`src/rtl/rtc_frame_rx.sv`:
```
// rtc_frame_rx: rebuilds the framed RTC byte stream into a register bank that is committed atomically.
// Optional feature macro: RTC_RX_BCD_CHECK_EN rejects frames that carry a non-BCD byte.

module rtc_rx_byte (
  input  logic       clk,
  input  logic       reset_n,
  input  logic       cap_i,
  input  logic       clr_i,
  input  logic       commit_i,
  input  logic       bypass_i,
  input  logic [7:0] d_i,
  output logic [7:0] q_o
);
  logic [7:0] shadow_q, out_q;

  always_ff @(posedge clk or negedge reset_n) begin
    if (!reset_n) begin
      shadow_q <= 8'h00;
      out_q    <= 8'h00;
    end else begin
      if (clr_i)      shadow_q <= 8'h00;
      else if (cap_i) shadow_q <= d_i;
      // the last slot commits straight from the stream on its capture edge
      if (commit_i)   out_q    <= bypass_i ? d_i : shadow_q;
    end
  end

  assign q_o = out_q;
endmodule

module rtc_frame_rx #(
  parameter int                  NUM_REGS     = 11,
  parameter int                  GUARD_CYCLES = 1,
  parameter logic [NUM_REGS-1:0] SLOT_MASK    = 11'b11110111111
) (
  input  logic                  clk,
  input  logic                  reset_n,
  input  logic                  bit_inicio,
  input  logic [7:0]            data_in,
  input  logic                  hold,
  output logic [8*NUM_REGS-1:0] regs_out,
  output logic                  frame_valid,
  output logic                  frame_err,
  output logic                  in_frame
);
  localparam int SW = (NUM_REGS > 1) ? $clog2(NUM_REGS) : 1;
  localparam int GW = (GUARD_CYCLES > 1) ? $clog2(GUARD_CYCLES) : 1;
  localparam logic [1:0] S_IDLE  = 2'd0;
  localparam logic [1:0] S_GUARD = 2'd1;
  localparam logic [1:0] S_CAPT  = 2'd2;
  localparam logic [SW-1:0] LAST_SLOT = SW'(NUM_REGS - 1);
  localparam logic [GW-1:0] GUARD_END = GW'(GUARD_CYCLES - 1);

  logic [1:0]    state_q, state_d;
  logic [SW-1:0] slot_q, slot_d;
  logic [GW-1:0] gcnt_q, gcnt_d;
  logic          prev_q, valid_q, err_q, in_frame_q;
  logic          marker, in_guard, in_capt, last, abort, bad_frame, commit, shadow_clr;

  assign marker   = prev_q & ~bit_inicio;
  assign in_guard = (state_q == S_GUARD);
  assign in_capt  = (state_q == S_CAPT);
  assign last     = in_capt && (slot_q == LAST_SLOT);
  // a marker on the last-slot edge lets that frame finish; anywhere else mid-frame it aborts
  assign abort    = marker && (in_guard || (in_capt && !last));

`ifdef RTC_RX_BCD_CHECK_EN
  logic bcd_bad_q, cur_bad;
  assign cur_bad   = in_capt && SLOT_MASK[slot_q] &&
                     ((data_in[7:4] > 4'd9) || (data_in[3:0] > 4'd9));
  assign bad_frame = bcd_bad_q | cur_bad;

  always_ff @(posedge clk or negedge reset_n) begin
    if (!reset_n)            bcd_bad_q <= 1'b0;
    else if (last || marker) bcd_bad_q <= 1'b0;
    else                     bcd_bad_q <= bad_frame;
  end
`else
  assign bad_frame = 1'b0;
`endif

  assign commit     = last && !hold && !bad_frame;
  assign shadow_clr = abort || last;

  always_comb begin
    state_d = state_q;
    slot_d  = slot_q;
    gcnt_d  = gcnt_q;
    case (state_q)
      S_IDLE: begin
        if (marker) begin
          state_d = S_GUARD;
          gcnt_d  = '0;
        end
      end
      S_GUARD: begin
        if (marker) begin
          gcnt_d = '0;
        end else if (gcnt_q == GUARD_END) begin
          state_d = S_CAPT;
          slot_d  = '0;
        end else begin
          gcnt_d = gcnt_q + 1'b1;
        end
      end
      S_CAPT: begin
        if (marker) begin
          state_d = S_GUARD;
          gcnt_d  = '0;
          slot_d  = '0;
        end else if (last) begin
          state_d = S_IDLE;
          slot_d  = '0;
        end else begin
          slot_d = slot_q + 1'b1;
        end
      end
      default: begin
        state_d = S_IDLE;
        slot_d  = '0;
        gcnt_d  = '0;
      end
    endcase
  end

  always_ff @(posedge clk or negedge reset_n) begin
    if (!reset_n) begin
      state_q    <= S_IDLE;
      slot_q     <= '0;
      gcnt_q     <= '0;
      prev_q     <= 1'b1;
      valid_q    <= 1'b0;
      err_q      <= 1'b0;
      in_frame_q <= 1'b0;
    end else begin
      state_q    <= state_d;
      slot_q     <= slot_d;
      gcnt_q     <= gcnt_d;
      prev_q     <= bit_inicio;
      valid_q    <= commit;
      err_q      <= abort || (last && !hold && bad_frame);
      in_frame_q <= (state_d == S_GUARD) || (state_d == S_CAPT);
    end
  end

  for (genvar k = 0; k < NUM_REGS; k++) begin : g_byte
    if (SLOT_MASK[k]) begin : g_live
      rtc_rx_byte u_byte (
        .clk      (clk),
        .reset_n  (reset_n),
        .cap_i    (in_capt && (slot_q == SW'(k))),
        .clr_i    (shadow_clr),
        .commit_i (commit),
        .bypass_i ((k == NUM_REGS - 1) ? 1'b1 : 1'b0),
        .d_i      (data_in),
        .q_o      (regs_out[8*k +: 8])
      );
    end else begin : g_dead
      // never captured, so it holds its reset value forever
      assign regs_out[8*k +: 8] = 8'h00;
    end
  end

  assign frame_valid = valid_q;
  assign frame_err   = err_q;
  assign in_frame    = in_frame_q;
endmodule

```
`config.mk`:
```
export PLATFORM = sky130hd
export DESIGN_NAME = rtc_frame_rx
export DESIGN_NICKNAME = d
export VERILOG_FILES = /design/src/rtl/rtc_frame_rx.sv
export SDC_FILE = /design/constraint.sdc
export NUM_CORES = 1
export LEC_CHECK = 0
export ABC_AREA = 0
export CAP_MARGIN = 20
export CORE_MARGIN = 2
export CORE_UTILIZATION = 57
export CTS_BUF_LIST = sky130_fd_sc_hd__clkbuf_8
export CTS_CLUSTER_SIZE = 8
export DETAILED_ROUTE_END_ITERATION = 16
export PLACE_DENSITY_LB_ADDON = 0.1
export REMOVE_ABC_BUFFERS = 1
export SLEW_MARGIN = 15
export SYNTH_ARGS = -nofsm -noshare
export SYNTH_HDL_FRONTEND = slang
export SYNTH_SLANG_ARGS = --single-unit
export TNS_END_PERCENT = 5
```
`constraint.sdc`:
```
create_clock -name clk -period 2.26 [get_ports clk]
set_input_delay 0.452 -clock clk [delete_from_list [all_inputs] [get_ports clk]]
set_output_delay 0.452 -clock clk [all_outputs]
set_load 0.005 [all_outputs]
```
==> results_dict.tcl <==
set metrics [dict create \
    postSynthAreaPerCell_um2 12.64 \
    gr-total-overflow 0 \
    clock_sinks 162 \
    htreeDepth 4 \
    start_kind "flop" \
    layout_commonest_cell "dfrtp_1" \
    p_leak_uw 0.004060 \
    cts_root_buf "clkbuf_8" \
    ys_ff_latch 162 \
    async_flop_share 1.000 \
    syn2layout_area_growth_pct 20.45 \
    post-place-cells 810 \
    vias_per_cell 5.817 \
    fin_area_mm2 0.008771 \
    crit_start "slot_q[0]" \
    dr.pass1.iters 5 \
    wl_per_cell_um 18.82 \
    cp.arrival_ns 2.38 \
    drc 0 \
    grt_usage 0.2514 \
    syn_inst 576 \
    reg2regPathDepth 6 \
    num_vias 4898 \
    crit_type "flop to flop" \
    rsz0062_at_grt "no" \
    clockBufferDepth 2 \
    hold_end "prev_q" \
    maxSlewHeadroom 0.5489 \
    synthDistinctLibCells 39 \
    hold_violations 0 \
    gp_congestion 0.8139 \
    outcome "finished clean" \
    placementRows 41 \
    crit_fanout 47 \
    fmax_mhz 488.4 \
    vdd_ir_drop_max_mv 0.5614 \
    grt_pass1_vias 4973 \
    syn_area_mm2 0.007282 \
    reg2reg_slack_ns 0.21 \
    ys_seq_area_frac 0.5569 \
    die_y_um 117.0 \
    setup_violations 0 \
    ios 103 \
    io_buffer_count 94 \
    synth_edf_count 0 \
    min_period_over_period 0.9060 \
    drtIter0Drc 377 \
    dp_hpwl_um 10130 \
    ant_nets 0 \
    min_period_ns 2.048 \
    layout.cells.non_filler 842 \
    cts_tree "yes" \
    final_cell_mix "dfrtp_1 (161), clkdlybuf4s50_1 (93), mux2_4 (79), o21ai_0 (65)" \
    tns_ns 0 \
    drive_above_1_share 0.2179 \
    clock-skew-final_ns 0.01018 \
    fin_hold_ws_ns 0.4683 \
    utilization 0.6979 \
    core_area_mm2 0.01257 \
    max_cap_viol_count 0 \
    clk_latency_ns 0.45 \
    ys_warn_count 0 \
    critPathRequiredTime_ns 2.60 \
    die_w_um 117.0 \
    cts_inserted_buffers 17 \
    hold_start "bit_inicio" \
    grt_pass1_wl_um 26150 \
    postCtsSetupBuffers 0 \
    r2r-end "g_byte[8].g_live.u_byte.q_o[1]" \
    diodes 0 \
    rr_startpoint "slot_q[0]" \
    worst_pin_slew_ns 0.6746 \
    hp-class "primary input to flop" \
    grt_max_degree 54 \
    cts.clk_slew.worst_paths_ns 0.08 \
    p_per_area_mw_per_mm2 757.9 \
    layout.nets 674 \
    dpl_cell_area_mm2 0.008394 \
    wl_um 15850 \
    hold_depth 1 \
    synth_ff_type "dfrtp_1" \
    end_kind "flop" \
    die-area_mm2 0.01370 \
    antenna_found_initial 0 \
    initial_utilization 0.5794 \
    slew_viol_final 0 \
]
area by class of cell:
class	count	area (um2)
Clock buffer	20	275.3
Sequential cell	162	4055
Fill cell	915	3797
Tap cell	172	215.2
Multi-Input combinational cell	348	2883
Timing Repair Buffer	124	1232
Clock inverter	11	91.34
Inverter	5	18.77
power by group:
group / internal, uW / total, uW / switching, uW
clock: 938 / 1930 / 995
sequential: 3240 / 3500 / 252
combinational: 560 / 1220 / 659
total: 4740 / 6650 / 1910
synthesized netlist by cell type, types with 2 or more instances:
master,n,share of area
mux2_4,79,0.16
or3b_1,2,0.0024
nand2_1,3,0.0015
a211oi_1,64,0.066
nor3b_2,2,0.0034
mux2i_1,8,0.011
buf_6,10,0.015
dfrtp_1,161,0.55
nor4_1,2,0.0017
buf_2,7,0.0048
inv_1,5,0.0026
and2_1,3,0.0026
nor2b_1,10,0.0086
buf_4,10,0.010
nand2b_1,3,0.0026
o21ai_0,65,0.045
clkbuf_1,41,0.021
a21oi_1,12,0.0082
mux2_2,2,0.0031
ha_1,4,0.0069
nand3b_1,2,0.0021
nand3_1,64,0.044
worst max-delay path, cell delays in order, from the launching register on:
cell and delay (ns):
dfrtp_1 0.45, inv_1 0.11, ha_1 0.23, and4bb_1 0.21
nand3b_1 0.20, buf_12 0.33, mux2_4 0.34
worst max path at each step:
stage                                      to  slack [ns]  depth (start not counted)
3_3_place_gp   g_byte[8].g_live.u_byte.q_o[7]        0.28                          4
5_1_grt        g_byte[8].g_live.u_byte.q_o[3]        0.14                          6
2_1_floorplan  g_byte[3].g_live.u_byte.q_o[0]       -3.23                          3
4_1_cts        g_byte[8].g_live.u_byte.q_o[3]        0.23                          6
6_report       g_byte[8].g_live.u_byte.q_o[1]        0.21                          6
3_5_place_dp   g_byte[8].g_live.u_byte.q_o[3]        0.23                          6
cells by family after synthesis:
logic type / synth area share
other: 0.0005150
AO/OA/AOI/OAI: 0.1246
multiplexers: 0.1770
flip-flops: 0.5569
buffers and inverters: 0.05430
AND/OR/NAND/NOR: 0.07990
adder cells (fa/ha/maj): 0.006873
through the flow:
stage	total power [uW]	setup slack, ns
after detailed placement	4767	0.2322
after global routing	6995	0.1357
after CTS	6691	0.2257
final	6648	0.2124
after global placement	4709	0.2816
after floorplan	4166	-3.226
routing by layer:
layer  share of wire  GRT usage  wire [um]  up-vias
li1                -          -          -     2231
met1            0.45     0.3501       7099     2465
met2            0.47     0.3811       7466      175
met3           0.057    0.06179        907       27
met4           0.023     0.1051        372        0
met5               0          0          0        -
what timing repair did:
item / CTS / global route
hold buffers: 1 / 0
hold endpoints to repair: 48 / 0
endpoints found under the setup margin: 0 / 0
resized for setup: 0 / 0
state kept, by name (all words and copies together), names as in the netlist:
register,cells
frame_valid,1
state_q,2
g_byte.g_live.u_byte.q_o,80
in_frame,1
g_byte.g_live.u_byte.shadow_q,72
slot_q,4
frame_err,1
prev_q,1
No activity file was read; power rests on OpenSTA's default activity.
